**src/rtl/rab_lookup_pkg.sv**
```systemverilog
// Shared types for the multi-port lookup result queue: occupancy states and
// the per-entry verdict record.
package rab_lookup_pkg;

  localparam int unsigned PORT_IDX_W = 3;

  typedef enum logic [1:0] {
    OCC_EMPTY,
    OCC_PARTIAL,
    OCC_FULL
  } occ_state_e;

  typedef struct packed {
    logic [PORT_IDX_W-1:0] port;
    logic                  accept;
    logic                  drop;
    logic                  miss;
    logic                  multi;
    logic                  prot;
    logic                  prefetch;
    logic                  cache_coherent;
  } lookup_result_t;

  function automatic lookup_result_t make_result(
    input logic [PORT_IDX_W-1:0] port,
    input logic no_hit, multi_hit, no_prot, prefetch, cache_coherent
  );
    lookup_result_t r;
    r.port           = port;
    r.drop           = no_hit | multi_hit | ~no_prot | prefetch;
    r.accept         = ~r.drop;
    r.miss           = no_hit;
    r.multi          = multi_hit;
    r.prot           = ~no_prot;
    r.prefetch       = ~no_hit & prefetch;
    r.cache_coherent = cache_coherent;
    return r;
  endfunction

endpackage

```
**src/rtl/lookup_fsm_mp_if.sv**
```systemverilog
// Request/result bundle between the slave ports and the shared lookup queue.
interface lookup_fsm_mp_if #(
  parameter int unsigned NUM_PORTS        = 2,
  parameter int unsigned DEPTH            = 2,
  parameter int unsigned AXI_M_ADDR_WIDTH = 40,
  parameter int unsigned AXI_S_ADDR_WIDTH = 32,
  parameter int unsigned AXI_ID_WIDTH     = 8,
  parameter int unsigned AXI_USER_WIDTH   = 6
);
  logic [NUM_PORTS-1:0]          port_addr_valid_i;
  logic [NUM_PORTS-1:0]          port_sent_i;
  logic [$clog2(NUM_PORTS)-1:0]  select_i;
  logic                          invalidate_i, no_hit_i, multi_hit_i, no_prot_i;
  logic                          prefetch_i, cache_coherent_i;
  logic [AXI_M_ADDR_WIDTH-1:0]   out_addr_i;
  logic [AXI_S_ADDR_WIDTH-1:0]   in_addr_i;
  logic [AXI_ID_WIDTH-1:0]       in_id_i;
  logic [7:0]                    in_len_i;
  logic [AXI_USER_WIDTH-1:0]     in_user_i;

  logic                          lookup_ready_o;
  logic [NUM_PORTS-1:0]          port_accept_o, port_drop_o, port_miss_o;
  logic                          miss_o, multi_o, prot_o, prefetch_o, cache_coherent_o;
  logic [AXI_M_ADDR_WIDTH-1:0]   out_addr_o;
  logic [AXI_S_ADDR_WIDTH-1:0]   in_addr_o;
  logic [AXI_ID_WIDTH-1:0]       in_id_o;
  logic [7:0]                    in_len_o;
  logic [AXI_USER_WIDTH-1:0]     in_user_o;
  logic [$clog2(DEPTH+1)-1:0]    pending_o;

  modport master (
    output port_addr_valid_i, port_sent_i, select_i, invalidate_i, no_hit_i,
           multi_hit_i, no_prot_i, prefetch_i, cache_coherent_i, out_addr_i,
           in_addr_i, in_id_i, in_len_i, in_user_i,
    input  lookup_ready_o, port_accept_o, port_drop_o, port_miss_o, miss_o,
           multi_o, prot_o, prefetch_o, cache_coherent_o, out_addr_o,
           in_addr_o, in_id_o, in_len_o, in_user_o, pending_o
  );

  modport slave (
    input  port_addr_valid_i, port_sent_i, select_i, invalidate_i, no_hit_i,
           multi_hit_i, no_prot_i, prefetch_i, cache_coherent_i, out_addr_i,
           in_addr_i, in_id_i, in_len_i, in_user_i,
    output lookup_ready_o, port_accept_o, port_drop_o, port_miss_o, miss_o,
           multi_o, prot_o, prefetch_o, cache_coherent_o, out_addr_o,
           in_addr_o, in_id_o, in_len_o, in_user_o, pending_o
  );
endinterface

```
**src/rtl/lookup_result_fifo.sv**
```systemverilog
// In-order store of lookup results; occupancy tracked by an EMPTY/PARTIAL/FULL
// state machine, pointers wrap at DEPTH (any value, not only powers of two).
module lookup_result_fifo
  import rab_lookup_pkg::*;
#(
  parameter int unsigned DEPTH   = 2,
  parameter type         entry_t = logic
) (
  input  logic                       Clk_CI,
  input  logic                       Rst_RBI,
  input  logic                       push,
  input  logic                       pop,
  input  entry_t                     wdata,
  output entry_t                     head,
  output logic [$clog2(DEPTH+1)-1:0] count,
  output logic                       full,
  output logic                       empty
);
  localparam int unsigned PTR_W = (DEPTH > 1) ? $clog2(DEPTH) : 1;
  localparam int unsigned CNT_W = $clog2(DEPTH+1);

  occ_state_e       state_q, state_d;
  logic [CNT_W-1:0] count_q, count_d;
  logic [PTR_W-1:0] wptr_q, wptr_d, rptr_q, rptr_d;
  entry_t           mem_q [DEPTH];

  function automatic logic [PTR_W-1:0] ptr_inc(input logic [PTR_W-1:0] p);
    return (32'(p) == DEPTH - 1) ? '0 : p + PTR_W'(1);
  endfunction

  // NOTE: every signal written here gets its default first, so no path can leave a latch.
  always_comb begin
    state_d = state_q;
    count_d = count_q;
    wptr_d  = wptr_q;
    rptr_d  = rptr_q;
    if (push) wptr_d = ptr_inc(wptr_q);
    if (pop)  rptr_d = ptr_inc(rptr_q);
    case ({push, pop})
      2'b10:   count_d = count_q + CNT_W'(1);
      2'b01:   count_d = count_q - CNT_W'(1);
      default: count_d = count_q;
    endcase
    unique case (state_q)
      OCC_EMPTY:
        if (push) state_d = (DEPTH == 1) ? OCC_FULL : OCC_PARTIAL;
      OCC_PARTIAL: begin
        if (push && !pop && 32'(count_q) == DEPTH - 1) state_d = OCC_FULL;
        if (pop && !push && count_q == CNT_W'(1))      state_d = OCC_EMPTY;
      end
      OCC_FULL:
        if (pop && !push) state_d = (DEPTH == 1) ? OCC_EMPTY : OCC_PARTIAL;
      default: state_d = OCC_EMPTY;
    endcase
  end

  // NOTE: state registers use non-blocking assignments so all of them sample pre-edge values.
  always_ff @(posedge Clk_CI or negedge Rst_RBI) begin
    if (!Rst_RBI) begin
      state_q <= OCC_EMPTY;
      count_q <= '0;
      wptr_q  <= '0;
      rptr_q  <= '0;
    end else begin
      state_q <= state_d;
      count_q <= count_d;
      wptr_q  <= wptr_d;
      rptr_q  <= rptr_d;
    end
  end

  // NOTE: the storage array has no reset; its contents are never visible while empty.
  always_ff @(posedge Clk_CI) begin
    if (push) mem_q[wptr_q] <= wdata;
  end

  assign head  = mem_q[rptr_q];
  assign count = count_q;
  assign full  = (state_q == OCC_FULL);
  assign empty = (state_q == OCC_EMPTY);

endmodule

```
**src/rtl/lookup_fsm_mp.sv**
```systemverilog
// Shared lookup stage for several slave ports: captures the selected port's
// lookup result and presents results in order, one-hot on the owning port.
module lookup_fsm_mp
  import rab_lookup_pkg::*;
#(
  parameter int unsigned NUM_PORTS        = 2,
  parameter int unsigned DEPTH            = 2,
  parameter int unsigned AXI_M_ADDR_WIDTH = 40,
  parameter int unsigned AXI_S_ADDR_WIDTH = 32,
  parameter int unsigned AXI_ID_WIDTH     = 8,
  parameter int unsigned AXI_USER_WIDTH   = 6
) (
  input logic           Clk_CI,
  input logic           Rst_RBI,
  lookup_fsm_mp_if.slave bus
);
  typedef struct packed {
    lookup_result_t              res;
    logic [AXI_M_ADDR_WIDTH-1:0] out_addr;
    logic [AXI_S_ADDR_WIDTH-1:0] in_addr;
    logic [AXI_ID_WIDTH-1:0]     in_id;
    logic [7:0]                  in_len;
    logic [AXI_USER_WIDTH-1:0]   in_user;
  } entry_t;

  entry_t                     wr_entry, head;
  logic                       push, pop, full, empty, sel_legal;
  logic [NUM_PORTS-1:0]       sel_onehot, head_onehot;
  logic [$clog2(DEPTH+1)-1:0] count;

  // Sent on a non-owning port must not pop, so the head's port gates it.
  always_comb begin
    sel_onehot         = NUM_PORTS'(1) << bus.select_i;
    head_onehot        = NUM_PORTS'(1) << head.res.port;
    sel_legal          = 32'(bus.select_i) < NUM_PORTS;
    pop                = !empty && |(bus.port_sent_i & head_onehot);
    bus.lookup_ready_o = !full || pop;
    push               = !bus.invalidate_i && sel_legal && bus.lookup_ready_o &&
                         |(bus.port_addr_valid_i & sel_onehot);
    wr_entry.res       = make_result(PORT_IDX_W'(bus.select_i), bus.no_hit_i,
                                     bus.multi_hit_i, bus.no_prot_i,
                                     bus.prefetch_i, bus.cache_coherent_i);
    wr_entry.out_addr  = bus.out_addr_i;
    wr_entry.in_addr   = bus.in_addr_i;
    wr_entry.in_id     = bus.in_id_i;
    wr_entry.in_len    = bus.in_len_i;
    wr_entry.in_user   = bus.in_user_i;
  end

  lookup_result_fifo #(
    .DEPTH   (DEPTH),
    .entry_t (entry_t)
  ) u_fifo (
    .Clk_CI  (Clk_CI),
    .Rst_RBI (Rst_RBI),
    .push    (push),
    .pop     (pop),
    .wdata   (wr_entry),
    .head    (head),
    .count   (count),
    .full    (full),
    .empty   (empty)
  );

  // Head fields are forced to zero while nothing is held.
  assign bus.port_accept_o    = empty ? '0 : NUM_PORTS'(head.res.accept) << head.res.port;
  assign bus.port_drop_o      = empty ? '0 : NUM_PORTS'(head.res.drop) << head.res.port;
  assign bus.port_miss_o      = empty ? '0 : NUM_PORTS'(head.res.miss) << head.res.port;
  assign bus.miss_o           = !empty && head.res.miss;
  assign bus.multi_o          = !empty && head.res.multi;
  assign bus.prot_o           = !empty && head.res.prot;
  assign bus.prefetch_o       = !empty && head.res.prefetch;
  assign bus.cache_coherent_o = !empty && head.res.cache_coherent;
  assign bus.out_addr_o       = empty ? '0 : head.out_addr;
  assign bus.in_addr_o        = empty ? '0 : head.in_addr;
  assign bus.in_id_o          = empty ? '0 : head.in_id;
  assign bus.in_len_o         = empty ? '0 : head.in_len;
  assign bus.in_user_o        = empty ? '0 : head.in_user;
  assign bus.pending_o        = count;

endmodule

```
**src/flat_wrapper.sv**
```systemverilog
// flat-port wrapper written by rule: the top's interface ports become plain ports
module lookup_fsm_mp_flat import rab_lookup_pkg::*;
#(
  parameter int unsigned NUM_PORTS        = 2,
  parameter int unsigned DEPTH            = 2,
  parameter int unsigned AXI_M_ADDR_WIDTH = 40,
  parameter int unsigned AXI_S_ADDR_WIDTH = 32,
  parameter int unsigned AXI_ID_WIDTH     = 8,
  parameter int unsigned AXI_USER_WIDTH   = 6
)
  (Clk_CI, Rst_RBI, bus_port_addr_valid_i, bus_port_sent_i, bus_select_i, bus_invalidate_i, bus_no_hit_i, bus_multi_hit_i, bus_no_prot_i, bus_prefetch_i, bus_cache_coherent_i, bus_out_addr_i, bus_in_addr_i, bus_in_id_i, bus_in_len_i, bus_in_user_i, bus_lookup_ready_o, bus_port_accept_o, bus_port_drop_o, bus_port_miss_o, bus_miss_o, bus_multi_o, bus_prot_o, bus_prefetch_o, bus_cache_coherent_o, bus_out_addr_o, bus_in_addr_o, bus_in_id_o, bus_in_len_o, bus_in_user_o, bus_pending_o);
  lookup_fsm_mp_if #(.NUM_PORTS(NUM_PORTS), .DEPTH(DEPTH), .AXI_M_ADDR_WIDTH(AXI_M_ADDR_WIDTH), .AXI_S_ADDR_WIDTH(AXI_S_ADDR_WIDTH), .AXI_ID_WIDTH(AXI_ID_WIDTH), .AXI_USER_WIDTH(AXI_USER_WIDTH)) bus_i ();
  input logic Clk_CI;
  input logic Rst_RBI;
  input wire logic [$bits(bus_i.port_addr_valid_i)-1:0] bus_port_addr_valid_i;
  input wire logic [$bits(bus_i.port_sent_i)-1:0] bus_port_sent_i;
  input wire logic [$bits(bus_i.select_i)-1:0] bus_select_i;
  input wire logic [$bits(bus_i.invalidate_i)-1:0] bus_invalidate_i;
  input wire logic [$bits(bus_i.no_hit_i)-1:0] bus_no_hit_i;
  input wire logic [$bits(bus_i.multi_hit_i)-1:0] bus_multi_hit_i;
  input wire logic [$bits(bus_i.no_prot_i)-1:0] bus_no_prot_i;
  input wire logic [$bits(bus_i.prefetch_i)-1:0] bus_prefetch_i;
  input wire logic [$bits(bus_i.cache_coherent_i)-1:0] bus_cache_coherent_i;
  input wire logic [$bits(bus_i.out_addr_i)-1:0] bus_out_addr_i;
  input wire logic [$bits(bus_i.in_addr_i)-1:0] bus_in_addr_i;
  input wire logic [$bits(bus_i.in_id_i)-1:0] bus_in_id_i;
  input wire logic [$bits(bus_i.in_len_i)-1:0] bus_in_len_i;
  input wire logic [$bits(bus_i.in_user_i)-1:0] bus_in_user_i;
  output wire logic [$bits(bus_i.lookup_ready_o)-1:0] bus_lookup_ready_o;
  output wire logic [$bits(bus_i.port_accept_o)-1:0] bus_port_accept_o;
  output wire logic [$bits(bus_i.port_drop_o)-1:0] bus_port_drop_o;
  output wire logic [$bits(bus_i.port_miss_o)-1:0] bus_port_miss_o;
  output wire logic [$bits(bus_i.miss_o)-1:0] bus_miss_o;
  output wire logic [$bits(bus_i.multi_o)-1:0] bus_multi_o;
  output wire logic [$bits(bus_i.prot_o)-1:0] bus_prot_o;
  output wire logic [$bits(bus_i.prefetch_o)-1:0] bus_prefetch_o;
  output wire logic [$bits(bus_i.cache_coherent_o)-1:0] bus_cache_coherent_o;
  output wire logic [$bits(bus_i.out_addr_o)-1:0] bus_out_addr_o;
  output wire logic [$bits(bus_i.in_addr_o)-1:0] bus_in_addr_o;
  output wire logic [$bits(bus_i.in_id_o)-1:0] bus_in_id_o;
  output wire logic [$bits(bus_i.in_len_o)-1:0] bus_in_len_o;
  output wire logic [$bits(bus_i.in_user_o)-1:0] bus_in_user_o;
  output wire logic [$bits(bus_i.pending_o)-1:0] bus_pending_o;
  assign bus_i.port_addr_valid_i = bus_port_addr_valid_i;
  assign bus_i.port_sent_i = bus_port_sent_i;
  assign bus_i.select_i = bus_select_i;
  assign bus_i.invalidate_i = bus_invalidate_i;
  assign bus_i.no_hit_i = bus_no_hit_i;
  assign bus_i.multi_hit_i = bus_multi_hit_i;
  assign bus_i.no_prot_i = bus_no_prot_i;
  assign bus_i.prefetch_i = bus_prefetch_i;
  assign bus_i.cache_coherent_i = bus_cache_coherent_i;
  assign bus_i.out_addr_i = bus_out_addr_i;
  assign bus_i.in_addr_i = bus_in_addr_i;
  assign bus_i.in_id_i = bus_in_id_i;
  assign bus_i.in_len_i = bus_in_len_i;
  assign bus_i.in_user_i = bus_in_user_i;
  assign bus_lookup_ready_o = bus_i.lookup_ready_o;
  assign bus_port_accept_o = bus_i.port_accept_o;
  assign bus_port_drop_o = bus_i.port_drop_o;
  assign bus_port_miss_o = bus_i.port_miss_o;
  assign bus_miss_o = bus_i.miss_o;
  assign bus_multi_o = bus_i.multi_o;
  assign bus_prot_o = bus_i.prot_o;
  assign bus_prefetch_o = bus_i.prefetch_o;
  assign bus_cache_coherent_o = bus_i.cache_coherent_o;
  assign bus_out_addr_o = bus_i.out_addr_o;
  assign bus_in_addr_o = bus_i.in_addr_o;
  assign bus_in_id_o = bus_i.in_id_o;
  assign bus_in_len_o = bus_i.in_len_o;
  assign bus_in_user_o = bus_i.in_user_o;
  assign bus_pending_o = bus_i.pending_o;
  lookup_fsm_mp #(.NUM_PORTS(NUM_PORTS), .DEPTH(DEPTH), .AXI_M_ADDR_WIDTH(AXI_M_ADDR_WIDTH), .AXI_S_ADDR_WIDTH(AXI_S_ADDR_WIDTH), .AXI_ID_WIDTH(AXI_ID_WIDTH), .AXI_USER_WIDTH(AXI_USER_WIDTH)) u_core (.Clk_CI(Clk_CI), .Rst_RBI(Rst_RBI), .bus(bus_i));
endmodule
```
**config.mk**
```make
export PLATFORM = sky130hd
export DESIGN_NAME = lookup_fsm_mp_flat
export DESIGN_NICKNAME = d
export VERILOG_FILES = /design/src/rtl/rab_lookup_pkg.sv /design/src/rtl/lookup_fsm_mp_if.sv /design/src/rtl/lookup_result_fifo.sv /design/src/rtl/lookup_fsm_mp.sv /design/src/flat_wrapper.sv
export SDC_FILE = /design/constraint.sdc
export NUM_CORES = 1
export LEC_CHECK = 0
export ABC_AREA = 1
export CORE_AREA = 2 2 145 147
export DETAILED_ROUTE_END_ITERATION = 8
export DIE_AREA = 0 0 147 149
export PLACE_DENSITY_LB_ADDON = 0.3
export SYNTH_ARGS = -nofsm -noshare
export SYNTH_HDL_FRONTEND = slang
export SYNTH_HIERARCHICAL = 1
export SYNTH_SLANG_ARGS = --single-unit
```
**constraint.sdc**
```tcl
create_clock -name Clk_CI -period 13.8 [get_ports Clk_CI]
set_input_delay 2.76 -clock Clk_CI [delete_from_list [all_inputs] [get_ports Clk_CI]]
set_output_delay 2.76 -clock Clk_CI [all_outputs]
set_load 0.02 [all_outputs]
```
==> Yosys cells after proc, flatten, opt, wreduce, memory -nomap -nowiden <==
Memories as Yosys holds them, arrays and structs flattened.
Index checks and enable logic that the tools add are counted.
{ "word_totals": {"output_inout_bits": 108, "register_bits": 6, "input_bits": 107, "wordCells": 72, "mem_count": 1, "mem_bits_rw": 204} }
{ "classes": {"n_mux": 18, "n_eq_ne": 8, "bitwise_logic": 9, "n_shift": 5, "reduce_logical": 23, "add_sub_neg": 4} }
{ "memory_table": {"columns": ["memory", "depth", "width", "read_ports", "rd_ports_with_merged_regs", "wr", "line", "rtl"], "rows": [
  ["u_core.u_fifo.mem_q", 2, 102, 1, 0, 1, "lookup_result_fifo.sv:25", "entry_t mem_q [DEPTH];"]
]} }
{ "ops": {"columns": ["operator", "n"], "rows": [
  ["40-bit 2-to-1 mux", 1],
  ["32-bit 2-to-1 mux", 1],
  ["8-bit 2-to-1 mux", 2],
  ["2-bit 2-to-1 mux", 7],
  ["1-bit logical AND", 12],
  ["1-bit by 3-bit left shift with 2-bit output", 3],
  ["2-bit by 1-bit == test with 1-bit output (second input constant)", 3],
  ["6-bit 2-to-1 mux", 1],
  ["2-bit one-hot mux with 3 select lines", 1],
  ["1-bit zero test", 5],
  ["2-bit bitwise AND", 2],
  ["2-bit == test (second input constant)", 2],
  ["1-bit 2-to-1 mux", 4],
  ["2-bit != test (second input constant)", 2],
  ["2-bit one-hot mux with 2 select lines", 1],
  ["2-bit OR reduction", 2],
  ["3-bit != test (second input constant)", 1],
  ["1-bit NOT", 3],
  ["1-bit OR", 3],
  ["3-bit AND reduction", 1],
  ["1-bit by 3-bit left shift with 2-bit output (first input constant)", 1],
  ["1-bit adder (second input constant)", 2],
  ["2-bit by 1-bit adder with 2-bit output (second input constant)", 1],
  ["2-bit zero test", 1],
  ["other kinds (5)", 5]
]} }

==> Logic depth before layout (Yosys ltp) <==
Gate-level depths: netlist of the first run.
An unclocked memory read counts as a cell.
{ "depth": {"ltp_word": 13, "mapped_depth": 15, "ltp_nobuf": 13} }

==> Modules after synthesis <==
The synthesis of the first run kept the hierarchy.
{ "by_module_without_submodules": {"columns": ["mod", "area_each_um2", "cells_per_inst", "seq_area_each_um2", "n_inst"], "rows": [
  ["lookup_result_fifo", 8082.8, 363, 6396.1, 1],
  ["lookup_fsm_mp", 983.4, 241, 0.0, 1]
]} }

==> Worst setup path after synthesis of the first run <==
Ideal clock, no wire load.
{ "synth_path": {"path_type": "input-to-reg", "startpoint": "input port bus_port_sent_i[1]", "endpoint": "memory u_core/u_fifo/mem_q[0][0] (netlist name), enable pin", "path_buffers": 0, "setup_time_ns": 0.568, "cell_stages": 6, "required_ns": 13.232, "slack_ns": 5.642, "t_arrival_ns": 7.590, "path_cell_list": "nand3_1 nand2_1 nand2_1 a21oi_2 inv_1 nor2_1"} }
{ "synth_between": {"elab_chain_len": 8} }
{ "synth_lines": {"columns": ["element", "line", "rtl"], "rows": [
  ["start: declaration", "flat_wrapper.sv:16", "input wire logic [$bits(bus_i.port_sent_i)-1:0] bus_port_sent_i;"],
  ["2-bit bitwise AND", "lookup_fsm_mp.sv:36", "pop = !empty && |(bus.port_sent_i & head_onehot);"],
  ["2-bit OR reduction", "lookup_fsm_mp.sv:36", null],
  ["1-bit logical AND", "lookup_fsm_mp.sv:36", null],
  ["1-bit logical OR", "lookup_fsm_mp.sv:37", "bus.lookup_ready_o = !full || pop;"],
  ["1-bit logical AND (2 in a row)", "lookup_fsm_mp.sv:38", "push = !bus.invalidate_i && sel_legal && bus.lookup_ready_o &&"],
  ["net u_core.push", "lookup_fsm_mp.sv:27", "logic push, pop, full, empty, sel_legal;"],
  ["1-bit 2-to-1 mux", "lookup_result_fifo.sv:74", "if (push) mem_q[wptr_q] <= wdata;"],
  ["1-bit 2-to-1 mux (implied by the code)", "lookup_result_fifo.sv:74", null],
  ["end: declaration", "lookup_result_fifo.sv:25", null]
]} }
The timed path passes the listed nets, and every way through them passes these cells.

==> Worst setup path after layout of the first run <==
{ "layout_path": {"startpoint": "input port bus_port_sent_i[1]", "endpoint": "output port bus_lookup_ready_o"} }
{ "layout_between": {"elab_chain_len": 4} }
{ "layout_lines": {"columns": ["element", "line", "rtl"], "rows": [
  ["2-bit bitwise AND", "lookup_fsm_mp.sv:36", null],
  ["2-bit OR reduction", "lookup_fsm_mp.sv:36", null],
  ["1-bit logical AND", "lookup_fsm_mp.sv:36", null],
  ["1-bit logical OR", "lookup_fsm_mp.sv:37", null],
  ["end: declaration", "flat_wrapper.sv:29", "output wire logic [$bits(bus_i.lookup_ready_o)-1:0] bus_lookup_ready_o;"]
]} }
No other way between the ends.

==> out/results.tsv, run 1 <==
metric	value	unit
wl	16800	um
final_max_slew_viol_count	0	
synthCells	604	
cp.arrival	4.13	ns
synth_area	9070	sq um
cts_setup_buffers	0	
post-place-ws	6.90	ns
avgViaCountPerCell	4.58	
ys_ff_latch	214	
rsz0062_at_grt	no	
peakVddDrop	0.000157	V
initial_core_util	0.441	
grt_use_total	0.152	
worstSetupPathType	in -> out	
internal_power	0.00168	W
setup_viol	0	
hold_viol	0	
nets	938	
drt_first_pass_iters	4	
syn_avg_cell_area	15.0	sq um
required	11.04	ns
dp_hpwl	10600	um
pwr_density_cell	205	nW/um^2
swShare	0.323	
cp-end-kind	primary output	
drt_iter0_drc	193	
leakage	4.78	nW
layout_worst_path_cycle_share	0.499	
route.detailed.drc	0	
hold_class	reg -> reg	
layout-drive-gt1-share	0.174	
gp_congestion	0.696	
final_util	0.590	
period_needed	6.89	ns
wl_per_cell	15.0	um
num_vias	5119	
io_pins	215	
cp_top_family	buffers and inverters	
power.net_switching	0.000805	W
crit_chain	clkdlybuf4s50_1 -> nand3_1 -> nand2_1 -> nand2_1 -> nand2_1 -> clkdlybuf4s50_1	
fin_hold_ws	0.502	ns
cts.root.buffer_cell	clkbuf_16	
core_area	20600	sq um
worstSetupStartpointType	input pin	
synth_top_family_by_area	multiplexers	
clock_skew	0.00414	ns
first_global_vias	5363	
grt-ovfl-total	0	
final_antenna_net_count	0	
max_freq	0.145	GHz
dieHeight	149	um
cts_resized	0	
grt_max_degree	62	
antenna_found_initial	0	
clk_pin_slew	0.06	ns
clock_sinks	214	
htreeDepth	1	
critPathSlowestCell	clkdlybuf4s50_1	
cts_tree	yes	
yosys.area_share.simple	0.0570	
row_count	53	
setup_tns	0	ns
die_x	147	um
power_frac_seq	0.350	
num_antenna_cells	0	
hold_buffers	0	
cts_buffers	23	
area_growth	33.7	%
grt_pass1_wl	26600	um
tightestPinTransition	0.943	ns
die_area	21900	sq um
ys_seq_area_frac	0.705	
crit_fanout	3	
crit_top_cell	nand2_1	
io_buffers	214	
cpPeakStageDelay	0.59	ns
comb_power_share	0.407	
setup_slack	6.91	ns
p_total	0.00249	W
relSlewSlack	0.371	
synth-compound-area-share	0.00262	
synth_xor_area_frac	0.00386	
outcome	finished, final reports clean	
clkLatencyLatePin	0.49	ns
cts.path.max_buffers	3	
ys_types	21	
synthAdderAreaFrac	0.00414	
maxCapViolCount	0	
final_common_cell	clkdlybuf4s50_1	
yosys_warnings	6	
layout.cells.most_common_list	214 x clkdlybuf4s50_1, 208 x edfxtp_1, 116 x inv_1	
clockPowerShare	0.243	
synth.area.mux_share	0.150	
crit_buf_inv	2	
state kept, by name (all words and copies together), names as in the netlist:
| name | cells |
|---|---|
| u_core/u_fifo/count | 2 |
| u_core/u_fifo/wptr_q | 1 |
| u_core/u_fifo/rptr_q | 1 |
| u_core/u_fifo/mem_q | 208 |
| u_core/u_fifo/state_q | 2 |
per-layer routing:
metal  vias to the layer above  track usage  share of wire
met5                         -            0              0
met4                         0       0.0433          0.022
met3                        30       0.0450          0.076
met2                       168        0.266           0.48
met1                      2439        0.184           0.42
li1                       2482            -              -
power by group through the flow:
stage          clock network (W)  registers (W)  logic (W)
2_1_floorplan                  0       0.000859   0.000688
3_3_place_gp                   0       0.000883    0.00102
3_5_place_dp                   0       0.000887    0.00102
4_1_cts                 0.000620       0.000874    0.00103
5_1_grt                 0.000649       0.000882    0.00109
6_report                0.000604       0.000871    0.00101
metrics by stage:
stage | instances | area (sq um)
finish | 1118 | 12100
global route | 1118 | 12100
floorplan | 607 | 9080
global placement | 1078 | 11400
CTS | 1118 | 12100
detailed placement | 1078 | 11400
path summary, 6_finish.rpt:
kind,start,cells after the start,slack (ns),end
max,bus_port_sent_i[1],6,6.91,bus_lookup_ready_o
min,u_core/u_fifo/count[0],1,0.50,u_core/u_fifo/count[0]
max reg2reg,u_core/u_fifo/rptr_q,10,9.09,u_core/u_fifo/mem_q[1][35]
min reg2reg,u_core/u_fifo/count[0],1,0.50,u_core/u_fifo/count[0]
min in group asynchronous,Rst_RBI,1,2.51,u_core/u_fifo/state_q[0]
max in group asynchronous,Rst_RBI,1,11.04,u_core/u_fifo/rptr_q
worst reg2reg max path: stages (launching register included):
cell and delay [ns]:
dfrtp_4 0.92, buf_4 0.91, mux2_2 0.44, nor2_2 0.18
nand3_1 0.10, nand2_1 0.08, nand2_1 0.09, a21oi_2 0.22
nand2_1 0.12, inv_4 0.45, buf_4 0.76
synth_stat cells:
library cell / number / area, sq um
buf_2: 10 / 50.1
a21oi_2: 1 / 8.76
xor2_1: 3 / 26.3
nand3_1: 4 / 20.0
nor2_1: 107 / 402
buf_6: 8 / 90.1
dfrtp_1: 6 / 150
o21ai_0: 3 / 15.0
buf_12: 5 / 100
nor2_2: 1 / 6.26
nand2_1: 14 / 52.6
mux2_4: 50 / 751
mux2_2: 54 / 608
nand4_1: 1 / 6.26
conb_1: 1 / 3.75
inv_1: 117 / 439
edfxtp_1: 208 / 6250
xnor2_1: 1 / 8.76
ha_1: 3 / 37.5
nor3_1: 6 / 30.0
buf_8: 1 / 15.0
logic make-up (layout without fill, tap and decap cells):
kind of cell / Yosys count / in the layout
multiplexers: 104 / 104
AND/OR/NAND/NOR: 133 / 133
XOR/XNOR: 4 / 4
flip-flops: 214 / 214
adder cells (fa/ha/maj): 3 / 3
buffers and inverters: 141 / 377
AO/OA/AOI/OAI: 4 / 4
other: 1 / 4
final cells by class:
cell class | instances | area [sq um]
fillers | 1635 | 8440
clock buffers | 31 | 626
well taps | 275 | 344
clock inverters | 9 | 119
inverters | 117 | 442
multi-input cells | 252 | 2000
flip-flops and latches | 214 | 6400
repair buffers | 220 | 2190
Note: power is estimated with default switching activity, not from simulation.
==> run 2, diff against run 1 <==
clock period = 7.05 ns   (was 13.8 ns; I/O delays follow)
==> run 2 against run 1 <==
  * Sequential power is 91% higher
  * Sequential share of layout area rose by 0.071 points
  * Worst setup slack worse by 4.5 ns
  * Cell count rose by 0.18%
  * Clock power up 89%
  * Via count down 0.18%
  * Register-to-register slack got worse by 6.1 ns
  * Combinational power increased by 100%
  * Die area is the same
  * Largest power group unchanged
==> out/results.tsv, run 2 (same netlist as run 1, synthesis figures left out) <==
metric	value	unit	change
cts_setup_buffers	0		unchanged
die_area	21900	sq um	unchanged
crit_chain	buf_4 -> mux2_2 -> nor2_2 -> nand2_1 -> nor3_1 -> clkdlybuf4s50_1		
pwr_density_cell	399	nW/um^2	+94%
peakVddDrop	0.000238	V	+52%
grt_pass1_wl	26800	um	+0.86%
num_antenna_cells	0		unchanged
layout-drive-gt1-share	0.176		+0.00195
layout.cells.most_common_list	214 x clkdlybuf4s50_1, 208 x edfxtp_1, 116 x inv_1		
setup_tns	0	ns	unchanged
critPathSlowestCell	clkdlybuf4s50_1		
route.detailed.drc	0		unchanged
multiInputGateArea	2000	sq um	unchanged
cts_buffers	23		unchanged
drt_iter0_drc	216		+12%
max_freq	0.217	GHz	
worstSetupStartpointType	flop		
endpoint	bus_port_accept_o[0]		
wl	17200	um	+2.4%
drt_first_pass_iters	4		unchanged
row_count	53		unchanged
outcome	finished, final reports clean		
cp-end-kind	primary output		
r2r_setup_slack	3.03	ns	-6.06 ns
dp_hpwl	10800	um	+2.5%
required	5.64	ns	-5.40 ns
setup_viol	0		unchanged
die_x	147	um	unchanged
layout_worst_path_cycle_share	0.654		
hold_viol	0		unchanged
clkLatencyLatePin	0.49	ns	about the same
final_common_cell	clkdlybuf4s50_1		
htreeDepth	1		unchanged
crit_start	u_core/u_fifo/rptr_q		
io_pins	215		unchanged
leakage	4.78	nW	about the same
top_register	u_core/u_fifo/mem_q		
wl_per_cell	15.4	um	+2.3%
cpPeakStageDelay	0.65	ns	+0.06 ns
io_buffers	214		unchanged
crit_fanout	43		+40
gp_congestion	0.726		+4.3%
worst_hold_path.num_cells	1		unchanged
rsz0062_at_grt	no		
final_util	0.589		-0.000791
hold_buffers	0		unchanged
antenna_found_initial	0		unchanged
period_needed	4.61	ns	
timing.rr.end	u_core/u_fifo/mem_q[1][43]		
maxCapViolCount	0		unchanged
dieHeight	149	um	unchanged
cts_resized	0		unchanged
hold_class	reg -> reg		
cp.arrival	3.20	ns	-0.93 ns
first_global_vias	5289		-1.4%
initial_core_util	0.441		unchanged
grt_use_total	0.154		+0.00248
area_growth	33.5	%	
grt_max_degree	87		+40%
n_fill_cell	1668		+2.0%
seq_area	6400	sq um	unchanged
largest_register_ffs	208		unchanged
final_max_slew_viol_count	0		unchanged
reg2reg_from	u_core/u_fifo/rptr_q		
clk_pin_slew	0.06	ns	about the same
cts.path.max_buffers	3		unchanged
cts_tree	yes		
clock_skew	0.0130	ns	+0.00886 ns
num_vias	5110		-0.18%
cts.root.buffer_cell	clkbuf_16		
r2r_cells	10		unchanged
nets	938		unchanged
grt-ovfl-total	0		unchanged
final_antenna_net_count	0		unchanged
worstSetupPathType	reg -> out		
relSlewSlack	0.415		+0.0439
core_area	20600	sq um	unchanged
avgViaCountPerCell	4.56		-0.35%
tightestPinTransition	0.877	ns	-0.0659 ns
clock_sinks	214		unchanged
==> run 2: changes by cell type in the layout (fill, tap and decap cells not counted) <==
cell / change
buf_12: +1
bufinv_16: -1
clkbuf_1: -3
inv_6: +1
clkinv_2: +4
clkinv_1: +3
buf_4: -1
clkbuf_8: -2
==> run 2: worst min-delay path by stage <==
| stage | start | end |
|---|---|---|
| floorplan | u_core/u_fifo/wptr_q | u_core/u_fifo/wptr_q |
| finish | u_core/u_fifo/count[0] | u_core/u_fifo/count[0] |
| detailed placement | u_core/u_fifo/count[0] | u_core/u_fifo/count[0] |
| global route | u_core/u_fifo/count[0] | u_core/u_fifo/count[0] |
| global placement | u_core/u_fifo/count[0] | u_core/u_fifo/count[0] |
| CTS | u_core/u_fifo/count[0] | u_core/u_fifo/count[0] |
==> run 2: final cells by class <==
type                       count  area share
sequential                   214       0.529
timing repair buffer         220       0.182
multi-input combinational    252       0.165
clock buffer                  26      0.0485
inverter                     117      0.0365
tap                          275      0.0284
clock inverter                16      0.0106
==> run 2: report_power, final <==
part / internal [W] / total (W) / switching (W)
Clock: 0.000670 / 0.00114 / 0.000467
Combinational: 0.000975 / 0.00203 / 0.00106
Sequential: 0.00160 / 0.00166 / 0.0000663
==> run 2: metrics by stage <==
| step | worst slack, ns | instance area (sq um) | std cells | total power [W] | hold slack (ns) |
|---|---|---|---|---|---|
| after detailed placement | 2.83 | 11400 | 1078 | 0.00374 | 0.499 |
| after floorplan | 0.242 | 9080 | 607 | 0.00303 | 0.461 |
| after global routing | 2.26 | 12100 | 1120 | 0.00509 | 0.540 |
| after global placement | 2.86 | 11400 | 1078 | 0.00373 | 0.498 |
| after CTS | 2.36 | 12100 | 1120 | 0.00490 | 0.511 |
| final | 2.44 | 12100 | 1120 | 0.00483 | 0.504 |
==> run 2: per-layer routing <==
layer,global-route usage,routed length (um),part of all wire
met1,0.189,7240,0.42
met2,0.267,8270,0.48
met3,0.0495,1390,0.081
met4,0.0413,310,0.018
met5,0,0,0
==> run 2: worst max-delay path, delay by kind of cell, from the launching register on <==
kind,cells,cell delay [ns]
buffers and inverters,2,1.21
AND/OR/NAND/NOR,3,0.47
multiplexers,1,0.42
flip-flops,1,0.59
